`config.mk`:
```
export PLATFORM = sky130hd
export DESIGN_NAME = multicycle_ctrl_flat
export DESIGN_NICKNAME = d
export VERILOG_FILES = /design/src/rtl/multicycle_ctrl_if.sv /design/src/rtl/multicycle_ctrl.sv /design/src/flat_wrapper.sv
export SDC_FILE = /design/constraint.sdc
export NUM_CORES = 1
export LEC_CHECK = 0
export ABC_AREA = 1
export CAP_MARGIN = 30
export CORE_AREA = 2 2 39 41
export CTS_CLUSTER_SIZE = 40
export DETAILED_ROUTE_END_ITERATION = 8
export DIE_AREA = 0 0 41 43
export MAX_ROUTING_LAYER = met4
export PLACE_DENSITY = 0.72
export SKIP_LAST_GASP = 1
export SYNTH_ARGS = -nofsm -noshare
export SYNTH_HDL_FRONTEND = slang
export SYNTH_SLANG_ARGS = --single-unit
```
`constraint.sdc`:
```
create_clock -name clk -period 1.1 [get_ports clk]
set_input_delay 0.11 -clock clk [delete_from_list [all_inputs] [get_ports clk]]
set_output_delay 0.11 -clock clk [all_outputs]
set_load 0.1 [all_outputs]
```
`src/rtl/multicycle_ctrl_if.sv`:
```
// Handshake bundle between the multicycle controller (slave side) and the core/memories (master side).
// The retired-instruction count is present only when RETIRE_COUNT_EN is defined.
interface multicycle_ctrl_if;
  logic       is_illegal;
  logic       gp_we_dec;
  logic       dm_we_dec;
  logic       is_load;
  logic       im_ack;
  logic       dm_ack;
  logic       im_req;
  logic       ir_we;
  logic       dm_req;
  logic       dm_we;
  logic       gp_we;
  logic       pc_we;
  logic       halted;
  logic [2:0] state;
`ifdef RETIRE_COUNT_EN
  logic [31:0] retired;

  modport slave (
    input  is_illegal, gp_we_dec, dm_we_dec, is_load, im_ack, dm_ack,
    output im_req, ir_we, dm_req, dm_we, gp_we, pc_we, halted, state, retired
  );
  modport master (
    output is_illegal, gp_we_dec, dm_we_dec, is_load, im_ack, dm_ack,
    input  im_req, ir_we, dm_req, dm_we, gp_we, pc_we, halted, state, retired
  );
`else
  modport slave (
    input  is_illegal, gp_we_dec, dm_we_dec, is_load, im_ack, dm_ack,
    output im_req, ir_we, dm_req, dm_we, gp_we, pc_we, halted, state
  );
  modport master (
    output is_illegal, gp_we_dec, dm_we_dec, is_load, im_ack, dm_ack,
    input  im_req, ir_we, dm_req, dm_we, gp_we, pc_we, halted, state
  );
`endif
endinterface

```
`src/rtl/multicycle_ctrl.sv`:
```
// Multicycle instruction sequencer: FETCH -> DECODE -> EXEC -> (MEM) -> (WB), with HALT on illegal opcodes.
// Define RETIRE_COUNT_EN to add a 32-bit wrapping count of retired instructions (pc_we pulses).
module multicycle_ctrl (
  input  logic             clk,
  input  logic             reset,
  multicycle_ctrl_if.slave bus
);
  typedef enum logic [2:0] {
    FETCH  = 3'd0,
    DECODE = 3'd1,
    EXEC   = 3'd2,
    MEM    = 3'd3,
    WB     = 3'd4,
    HALT   = 3'd5
  } state_t;

  state_t cur;
  logic   fetch_req;
  logic   mem_req;
  logic   wb_stb;
  logic   halt_flag;
  logic   exec_retire;

  // Request/strobe flags are registered alongside the state so they carry no ack-to-output path;
  // only ir_we and the store-completion pc_we are allowed to follow the acks combinationally.
  always_ff @(posedge clk) begin
    if (reset) begin
      cur       <= FETCH;
      fetch_req <= 1'b0;
      mem_req   <= 1'b0;
      wb_stb    <= 1'b0;
      halt_flag <= 1'b0;
    end else begin
      case (cur)
        FETCH: begin
          if (fetch_req && bus.im_ack) begin
            cur       <= DECODE;
            fetch_req <= 1'b0;
          end else begin
            fetch_req <= 1'b1;
          end
        end
        DECODE: begin
          if (bus.is_illegal) begin
            cur       <= HALT;
            halt_flag <= 1'b1;
          end else begin
            cur <= EXEC;
          end
        end
        EXEC: begin
          if (bus.is_load || bus.dm_we_dec) begin
            cur     <= MEM;
            mem_req <= 1'b1;
          end else if (bus.gp_we_dec) begin
            cur    <= WB;
            wb_stb <= 1'b1;
          end else begin
            cur       <= FETCH;
            fetch_req <= 1'b1;
          end
        end
        MEM: begin
          if (bus.dm_ack) begin
            mem_req <= 1'b0;
            if (bus.dm_we_dec) begin
              cur       <= FETCH;
              fetch_req <= 1'b1;
            end else begin
              cur    <= WB;
              wb_stb <= 1'b1;
            end
          end
        end
        WB: begin
          cur       <= FETCH;
          wb_stb    <= 1'b0;
          fetch_req <= 1'b1;
        end
        HALT: begin
          cur <= HALT;
        end
        default: begin
          cur       <= FETCH;
          fetch_req <= 1'b1;
          mem_req   <= 1'b0;
          wb_stb    <= 1'b0;
          halt_flag <= 1'b0;
        end
      endcase
    end
  end

  // Branch/jump/nop retires straight out of EXEC.
  assign exec_retire = (cur == EXEC) && !bus.is_load && !bus.dm_we_dec && !bus.gp_we_dec;

  assign bus.im_req = fetch_req;
  assign bus.ir_we  = fetch_req & bus.im_ack;
  assign bus.dm_req = mem_req;
  assign bus.dm_we  = mem_req & bus.dm_we_dec;
  assign bus.gp_we  = wb_stb;
  assign bus.pc_we  = exec_retire | wb_stb | (mem_req & bus.dm_ack & bus.dm_we_dec);
  assign bus.halted = halt_flag;
  assign bus.state  = cur;

`ifdef RETIRE_COUNT_EN
  logic [31:0] retired_cnt;

  always_ff @(posedge clk) begin
    if (reset)
      retired_cnt <= 32'd0;
    else if (bus.pc_we)
      retired_cnt <= retired_cnt + 32'd1;
  end

  assign bus.retired = retired_cnt;
`endif
endmodule

```
`src/flat_wrapper.sv`:
```
// flat-port wrapper written by rule: the top's interface ports become plain ports
module multicycle_ctrl_flat 
  (clk, reset, bus_is_illegal, bus_gp_we_dec, bus_dm_we_dec, bus_is_load, bus_im_ack, bus_dm_ack, bus_im_req, bus_ir_we, bus_dm_req, bus_dm_we, bus_gp_we, bus_pc_we, bus_halted, bus_state);
  multicycle_ctrl_if bus_i ();
  input  logic clk;
  input  logic reset;
  input wire logic [$bits(bus_i.is_illegal)-1:0] bus_is_illegal;
  input wire logic [$bits(bus_i.gp_we_dec)-1:0] bus_gp_we_dec;
  input wire logic [$bits(bus_i.dm_we_dec)-1:0] bus_dm_we_dec;
  input wire logic [$bits(bus_i.is_load)-1:0] bus_is_load;
  input wire logic [$bits(bus_i.im_ack)-1:0] bus_im_ack;
  input wire logic [$bits(bus_i.dm_ack)-1:0] bus_dm_ack;
  output wire logic [$bits(bus_i.im_req)-1:0] bus_im_req;
  output wire logic [$bits(bus_i.ir_we)-1:0] bus_ir_we;
  output wire logic [$bits(bus_i.dm_req)-1:0] bus_dm_req;
  output wire logic [$bits(bus_i.dm_we)-1:0] bus_dm_we;
  output wire logic [$bits(bus_i.gp_we)-1:0] bus_gp_we;
  output wire logic [$bits(bus_i.pc_we)-1:0] bus_pc_we;
  output wire logic [$bits(bus_i.halted)-1:0] bus_halted;
  output wire logic [$bits(bus_i.state)-1:0] bus_state;
  assign bus_i.is_illegal = bus_is_illegal;
  assign bus_i.gp_we_dec = bus_gp_we_dec;
  assign bus_i.dm_we_dec = bus_dm_we_dec;
  assign bus_i.is_load = bus_is_load;
  assign bus_i.im_ack = bus_im_ack;
  assign bus_i.dm_ack = bus_dm_ack;
  assign bus_im_req = bus_i.im_req;
  assign bus_ir_we = bus_i.ir_we;
  assign bus_dm_req = bus_i.dm_req;
  assign bus_dm_we = bus_i.dm_we;
  assign bus_gp_we = bus_i.gp_we;
  assign bus_pc_we = bus_i.pc_we;
  assign bus_halted = bus_i.halted;
  assign bus_state = bus_i.state;
  multicycle_ctrl u_core (.clk(clk), .reset(reset), .bus(bus_i));
endmodule
```
== Yosys cells after proc, flatten, opt, wreduce, memory -nomap -nowiden ==
Cells that the tools add are included.
Storage, ports and cells
  bits in registers: 7
  latch bits: 0
  bits in writable memories: 0
  ROM bits: 0
  input bits: 8
  memories: 0
Cells by class
  add/subtract/negate cells: 0
  multiply operators: 0
  div/mod/pow operators: 0
  magnitude comparators: 0
  equality and inequality tests: 14
  shift operators: 0
  mux-type cells: 23
  bitwise logic cells: 10
  reductions and logical operators: 18
Operator list (count)
  3-bit 2-to-1 mux: 6
  3-bit case mux with 5 select lines: 1
  2-bit inequality test (second input constant): 7
  1-bit 2-to-1 mux: 12
  5-bit AND reduction: 2
  3-bit by 2-bit == test with 1-bit output (second input constant): 2
  3-bit == test (second input constant): 2
  1-bit case mux with 3 select lines: 2
  5-bit OR reduction: 1
  1-bit AND: 4
  1-bit logical AND: 4
  2-bit by 1-bit inequality test with 1-bit output (second input constant): 2
  1-bit inverter: 4
  1-bit case mux with 4 select lines: 1
  2-bit AND reduction: 2
  4-bit OR reduction: 1
  3-bit by 1-bit == test with 1-bit output (second input constant): 1
  1-bit zero test: 3
  3-bit zero test: 1
  3-bit AND reduction: 1
  3-bit OR reduction: 1
  1-bit OR: 2
  1-bit case mux with 2 select lines: 1
  2-bit OR reduction: 1
  1-bit logical OR: 1

== Depth between registers and ports, before layout ==
Gate-level depths: netlist of run 1.
  depth after elaboration: 6
  depth in mapped cells: 8
  depth with buffers taken out: 7

== Worst setup path after synthesis of run 1 ==
OpenSTA, ideal clock, no wires.
  kind: register -> output
  start: register u_core.cur[1] (netlist: u_core.bus.state[1])
  end: output port bus_pc_we
  arrival time: 3007 ps
  required time: 990 ps
  slack: -2017 ps
  stages on the path, launching flop included: 6
  path buffers: 1
  cells stage by stage: dfxtp_1 -> buf_6 -> nand2_1 -> nor2_2 -> nand2_1 -> o221ai_1
On the way
  longest elaborated chain between the ends: 6
Ends and longest elaborated chain
  start, declared: line multicycle_ctrl.sv:17  | state_t cur;
  start signal, assigned: line multicycle_ctrl.sv:28  | cur <= FETCH;
  start signal, assigned: line multicycle_ctrl.sv:37  | cur <= DECODE;
  start signal, assigned: line multicycle_ctrl.sv:45  | cur <= HALT;
  3-bit by 2-bit == test with 1-bit output: line multicycle_ctrl.sv:95  | assign exec_retire = (cur == EXEC) && !bus.is_load && !bus.dm_we_dec && !bus.gp_we_dec;
  1-bit logical AND (3 in a row): line multicycle_ctrl.sv:95
  1-bit OR (2 in a row): line multicycle_ctrl.sv:102  | assign bus.pc_we = exec_retire | wb_stb | (mem_req & bus.dm_ack & bus.dm_we_dec);
  end, declared: line flat_wrapper.sv:18  | output wire logic [$bits(bus_i.pc_we)-1:0] bus_pc_we;
Every way passes these cells.

== Worst setup path after layout of run 1 ==
  start: register u_core.cur[2] (netlist: u_core.bus.state[2])
  end: output port bus_pc_we
Same word-level chain as after synthesis.

==> results.toml, run 1 <==
[critical_path]
reg2reg_depth = 10
slowest_stage = "dfxtp_4"
r2r-start = "u_core.bus.state[2]$_SDFFE_PP0P_"
path_class = "flip-flop to output port"
crit_arrival_ns = 1.25
worstPathRequired_ns = 0.99
reg2reg_to = "u_core.bus.dm_req$_SDFFE_PP0P_"
critPathCaptureType = "output port"
worst_setup_path_start_kind = "flip-flop"
path_cells = "inv_4 > nand2_4 > nor2_4 > nand2_2 > o221ai_4 > buf_12"
cp_slowest_stage_delay_ns = 0.35
cp_max_fo = 2
ff2ff_setup_slack_ns = -0.23
critical_path.startpoint = "u_core.bus.state[2]$_SDFFE_PP0P_"

[route]
drc = 0
dr.first_iter.drc_count = 21
avgViaCountPerCell = 4.917
drt_first_pass_iters = 4
ant_nets = 0
routed_wl_um = 1682
wl_per_cell_um = 12.74
num_vias = 649

[clocking]
clockBufferDepth = 2
cts_tree = "done"
clkSinkCount = 7
clk-insertion-delay-late_ns = 0.25
root_buffer = "clkbuf_4"
clk_pin_slew_ns = 0.06
htreeDepth = 1
cts_buffers = 3

[timing]
fin_crit_ns = 1.359
fin_crit_sh = 1.236
worst_slack_ns = -0.2591
final_hold_viol_count = 0
setup_viol = 9
report.final.slew_viol_count = 0
hold_slack_ns = 0.4785
slew_headroom = 0.8461
max_freq_mhz = 735.8
fin_skew_ns = 0.003725
rsz0062_at_grt = "true"
worst_pin_slew_ns = 0.2300
fin_tns_setup_ns = -1.578

[synth]
synth_area_leaders = "dfxtp_1 (31%), nand2_1 (15%), inv_1 (12%)"
syn_nets = 81
ys_seq_area_frac = 0.3102
yosysUniqueCellTypes = 16
synth_cells = 73
ys_ff_latch = 7
syn_area_um2 = 451.7
syn_avg_cell_area_um2 = 6.187
synth_area_leader_cell = "dfxtp_1"
synth_top_area_share = 0.3102
ys_warn_count = 0

[floorplan]
floorplan.rows = 14
io-pin-count = 18
core_area_um2 = 1384
die-width_um = 41
initial_core_util = 0.3264
dieArea_um2 = 1763
dieHeight_um = 43

[layout]
drive_above_1_share = 0.5603
fin_util = 0.7722
fill_cells = 84
area_growth_pct = 136.6
stdcell_area_um2 = 1069
diodes = 0
nNetsFinal = 125

[global_route]
grt-ovfl-total = 0
grt_pass1_wl_um = 2415
grt_max_degree = 7
grt_usage = 0.2006
grt_util_met3 = 0.03665
met1_usage = 0.2418
grt_pass1_vias = 617
top_usage_layer = "met2"
grt_use_met2 = 0.3281
antenna_found_initial = 0

[power]
ir_drop_mv = 0.9673
power.total_w = 0.001864
p_leak_nw = 0.4890
power_per_cell_area_nw_per_um2 = 1745

[hold_path]
hp-start = "bus_dm_we_dec"
min_path_cells = 6
hold_path.class = "input pin to flip-flop"
min_to = "u_core.bus.im_req$_SDFFE_PP0P_"

[place]
io_buffer_count = 17
dpl_cell_area_um2 = 912.1
place.detailed.hpwl_um = 1130
gp_congestion = 0.9169

[status]
status = "finished, violations left"
violations = "setup timing"

[job]
maxCapViolations = 0
worst max path at each step:
stage	to	cells after the start
6_report	bus_pc_we	6
5_1_grt	bus_pc_we	6
4_1_cts	bus_pc_we	6
3_5_place_dp	bus_pc_we	5
3_3_place_gp	bus_pc_we	5
2_1_floorplan	bus_pc_we	5
cell usage after synthesis (all sizes together):
cell type / instances
inv: 16
buf: 1
dfxtp: 7
o221ai: 1
o211ai: 1
nand3: 6
nand4: 2
nand2: 19
a21oi: 6
nor2: 8
o21ai: 6
worst max-delay path: cells and delay by family, from the launching register on:
family | cells | cell delay, ns
compound gates | 1 | 0.17
buf+inv | 2 | 0.26
flops | 1 | 0.35
simple gates | 3 | 0.21
logic make-up after synthesis:
family,after synthesis,synth area share
AOI/OAI and AO/OA,14,0.1690
and+or+nand+nor,35,0.3629
buffers and inverters,17,0.1579
DFF,7,0.3102
flip-flops by register name (all words and copies together) (netlist names):
name               cells
u_core.bus.state       3
u_core.bus.halted      1
u_core.bus.dm_req      1
u_core.bus.gp_we       1
u_core.bus.im_req      1
routing by layer:
metal / wire length [um] / share of wire / vias to the layer above
met4: 0 / 0 / 0
met5: 0 / 0 / -
met3: 103 / 0.061 / 0
met1: 626 / 0.37 / 305
li1: - / - / 318
met2: 952 / 0.57 / 26
area by class of cell:
class	instances	area (um2)	share of cell area
Timing Repair Buffer	40	464.2	0.4344
Sequential cell	7	161.4	0.1511
Clock buffer	4	26.28	0.02459
Multi-Input combinational cell	49	326.6	0.3056
Inverter	16	70.07	0.06557
Tap cell	16	20.02	0.01874
where the power goes:
group / switching [W] / internal (W)
clock: 0.0000985 / 0.000139
combinational: 0.000772 / 0.000482
sequential: 0.0000630 / 0.000311
total: 0.000933 / 0.000931
timing repair:
action                                  4_1_cts  5_1_grt
endpoints found under the setup margin        7       10
cloned                                        0        0
buffers inserted                              7        3
hold buffers                                  0        0
gates resized for setup                       5       17
pin swaps                                     3        4
layout by cell type (no fill, tap or decap):
master / Yosys / layout
buf_4: 0 / 17
inv_1: 15 / 12
nand2_1: 18 / 11
buf_12: 0 / 10
clkdlybuf4s50_1: 0 / 6
buf_6: 1 / 6
nand3_1: 5 / 5
a21oi_1: 6 / 5
dfxtp_4: 0 / 5
nand2_4: 0 / 4
nor2_4: 1 / 4
nand2_2: 1 / 4
nor2_1: 5 / 3
clkbuf_4: 0 / 3
clkinvlp_4: 0 / 2
o21ai_1: 0 / 2
o21ai_2: 0 / 2
nand4_1: 2 / 2
o21ai_0: 6 / 2
dfxtp_2: 0 / 2
inv_4: 0 / 1
o221ai_4: 0 / 1
nor2_2: 2 / 1
inv_2: 1 / 1
o211ai_1: 1 / 1
nand3_2: 1 / 1
a21oi_2: 0 / 1
clkbuf_1: 0 / 1
dlygate4sd2_1: 0 / 1
stage by stage:
step	worst slack [ns]	cells
2_1_floorplan	-0.5814	73
3_3_place_gp	-0.2107	119
3_5_place_dp	-0.2632	119
4_1_cts	-0.2626	129
5_1_grt	-0.3168	132
6_report	-0.2591	132
Power figures use the tool's default switching activity.
==> inputs of run 2 (changes only) <==
--- a/config.mk
+++ b/config.mk
@@ -11,8 +11,9 @@
 export CTS_CLUSTER_SIZE = 40
 export DETAILED_ROUTE_END_ITERATION = 8
 export DIE_AREA = 0 0 41 43
+export DONT_BUFFER_PORTS = 1
 export MAX_ROUTING_LAYER = met4
-export PLACE_DENSITY = 0.72
+export PLACE_DENSITY = 0.53
 export SKIP_LAST_GASP = 1
 export SYNTH_ARGS = -nofsm -noshare
 export SYNTH_HDL_FRONTEND = slang
==> run 2 against run 1 <==
Compared with the run above:
- the flow still finishes with violations (setup timing)
- combinational power fell by 22%
- via count decreased by 15%
- sequential share of layout area is 5.2 points higher
- setup slack better by 0.023 ns
- global-route usage decreased by 2.0 points
- non-clock buffer count decreased by 20
- sequential power fell by 4%
- largest cell class is now multi-input combinational cells
- largest power group unchanged
==> results.toml, run 2 (synthesis results as in run 1) <==
[timing]
max_freq_mhz = 748.3
worst_slack_ns = -0.2364
final_hold_viol_count = 0
fin_crit_ns = 1.336
fin_crit_sh = 1.215
setup_viol = 8
slew_headroom = 0.8159
worst_pin_slew_ns = 0.2784
report.final.slew_viol_count = 0
fin_skew_ns = 0.002835
rsz0062_at_grt = "true"

[critical_path]
worst_setup_path_start_kind = "flip-flop"
r2r-start = "u_core.bus.state[2]$_SDFFE_PP0P_"
path_class = "flip-flop to output port"
reg2reg_to = "u_core.bus.state[0]$_SDFFE_PP0P_"
cp_max_fo = 2
reg2reg_depth = 7
path_cells = "inv_4 > nand2_4 > nor2_4 > nand2_2 > o221ai_4 > buf_12"
critPathCaptureType = "output port"
cp_slowest_stage_delay_ns = 0.34
ff2ff_setup_slack_ns = -0.17
worstPathRequired_ns = 0.99
crit_family = "flip-flops"
crit_arrival_ns = 1.23
slowest_stage = "dfxtp_4"
critPathBufInv = 2

[power]
p_leak_nw = 0.3723
power_per_cell_area_nw_per_um2 = 1970
power.total_w = 0.001567
ir_drop_mv = 0.9999

[hold_path]
min_to = "u_core.bus.halted$_SDFFE_PP0P_"
hold_path.class = "input pin to flip-flop"
hp-start = "bus_is_illegal"
min_path_cells = 2

[route]
ant_nets = 0
routed_wl_um = 1278
drt_first_pass_iters = 4
avgViaCountPerCell = 4.929
wl_per_cell_um = 11.41
drc = 0
dr.first_iter.drc_count = 5
num_vias = 552

[floorplan]
dieArea_um2 = 1763
io-pin-count = 18
floorplan.rows = 14
dieHeight_um = 43
initial_core_util = 0.3264
core_area_um2 = 1384
die-width_um = 41

[layout]
largest_register_ffs = 3
final_common_cell = "nand2_1"
diodes = 0
drive_above_1_share = 0.4583
layout_common_cells = "nand2_1 (14), inv_1 (13), buf_4 (13)"
nNetsFinal = 105
area_growth_pct = 76.18

[place]
pre_cts_ws_ns = -0.05932
gp_congestion = 0.8372
place.detailed.hpwl_um = 960.9
io_buffer_count = 0

[global_route]
grt-ovfl-total = 0
grt_max_degree = 8
grt_usage = 0.1804
antenna_found_initial = 0
grt_pass1_wl_um = 2076
grt_pass1_vias = 529

[clocking]
clkSinkCount = 7
clockBufferDepth = 2
cts_buffers = 3
clk_pin_slew_ns = 0.05
cts_tree = "done"
root_buffer = "clkbuf_4"
clk-insertion-delay-late_ns = 0.25
htreeDepth = 1

[job]
maxCapViolations = 0

[status]
status = "finished, violations left"
violations = "setup timing"
-- run 2: report_power, final --
part / internal (W) / leakage (nW) / switching, W
Clock: 0.000139 / 0.0150 / 0.0000994
Combinational: 0.000283 / 0.296 / 0.000687
Sequential: 0.000310 / 0.0616 / 0.0000488
-- run 2: final cells by class --
class                      count  area [um2]
inverter                      16       70.07
fill                         135       588.1
clock buffer                   4       26.28
sequential                     7       161.4
multi-input combinational     49       307.8
timing repair buffer          20       210.2
tap                           16       20.02
-- run 2: worst reg2reg max path: stages (launching register included) --
cell     delay (ns)
dfxtp_4        0.34
buf_4          0.14
nor2_1         0.20
nand2_1        0.14
o21ai_1        0.15
inv_1          0.06
nand2_1        0.06
a21oi_1        0.05
-- run 2: per-stage QoR --
step | cell area [um2] | utilization | std cells | setup TNS (ns) | hold WS, ns
finish | 795.8 | 0.5750 | 112 | -0.7978 | 0.01186
global route | 795.8 | 0.5750 | 112 | -1.583 | 0.01104
CTS | 778.2 | 0.5624 | 112 | -0.6390 | 0.01035
detailed placement | 681.9 | 0.4928 | 104 | -0.09832 | 0.1730
global placement | 681.9 | 0.4928 | 104 | -0.1106 | 0.1727
floorplan | 528.0 | - | 73 | -2.076 | 0.1694
-- run 2: routing by layer --
metal  track usage  part of all wire  vias up
li1              -                 -      278
met1        0.2265              0.45      251
met2        0.2594              0.46       18
met3       0.02094             0.059        5
met4        0.1200             0.027        0
met5             -                 0        -
-- run 2: worst max path at each step --
stage,startpoint,depth (start not counted),to
4_1_cts,u_core.bus.state[2]$_SDFFE_PP0P_,6,bus_pc_we
2_1_floorplan,u_core.bus.state[1]$_SDFFE_PP0P_,5,bus_pc_we
6_report,u_core.bus.state[2]$_SDFFE_PP0P_,6,bus_pc_we
5_1_grt,u_core.bus.state[2]$_SDFFE_PP0P_,6,bus_pc_we
3_3_place_gp,u_core.bus.state[2]$_SDFFE_PP0P_,6,bus_pc_we
3_5_place_dp,u_core.bus.state[2]$_SDFFE_PP0P_,6,bus_pc_we
-- run 2: repair_timing --
action	in CTS	in global routing
setup buffers	3	0
endpoints found under the hold margin	4	0
hold buffers	1	0
resized for setup	9	4
pin swaps	5	2
setup endpoints to repair	6	9
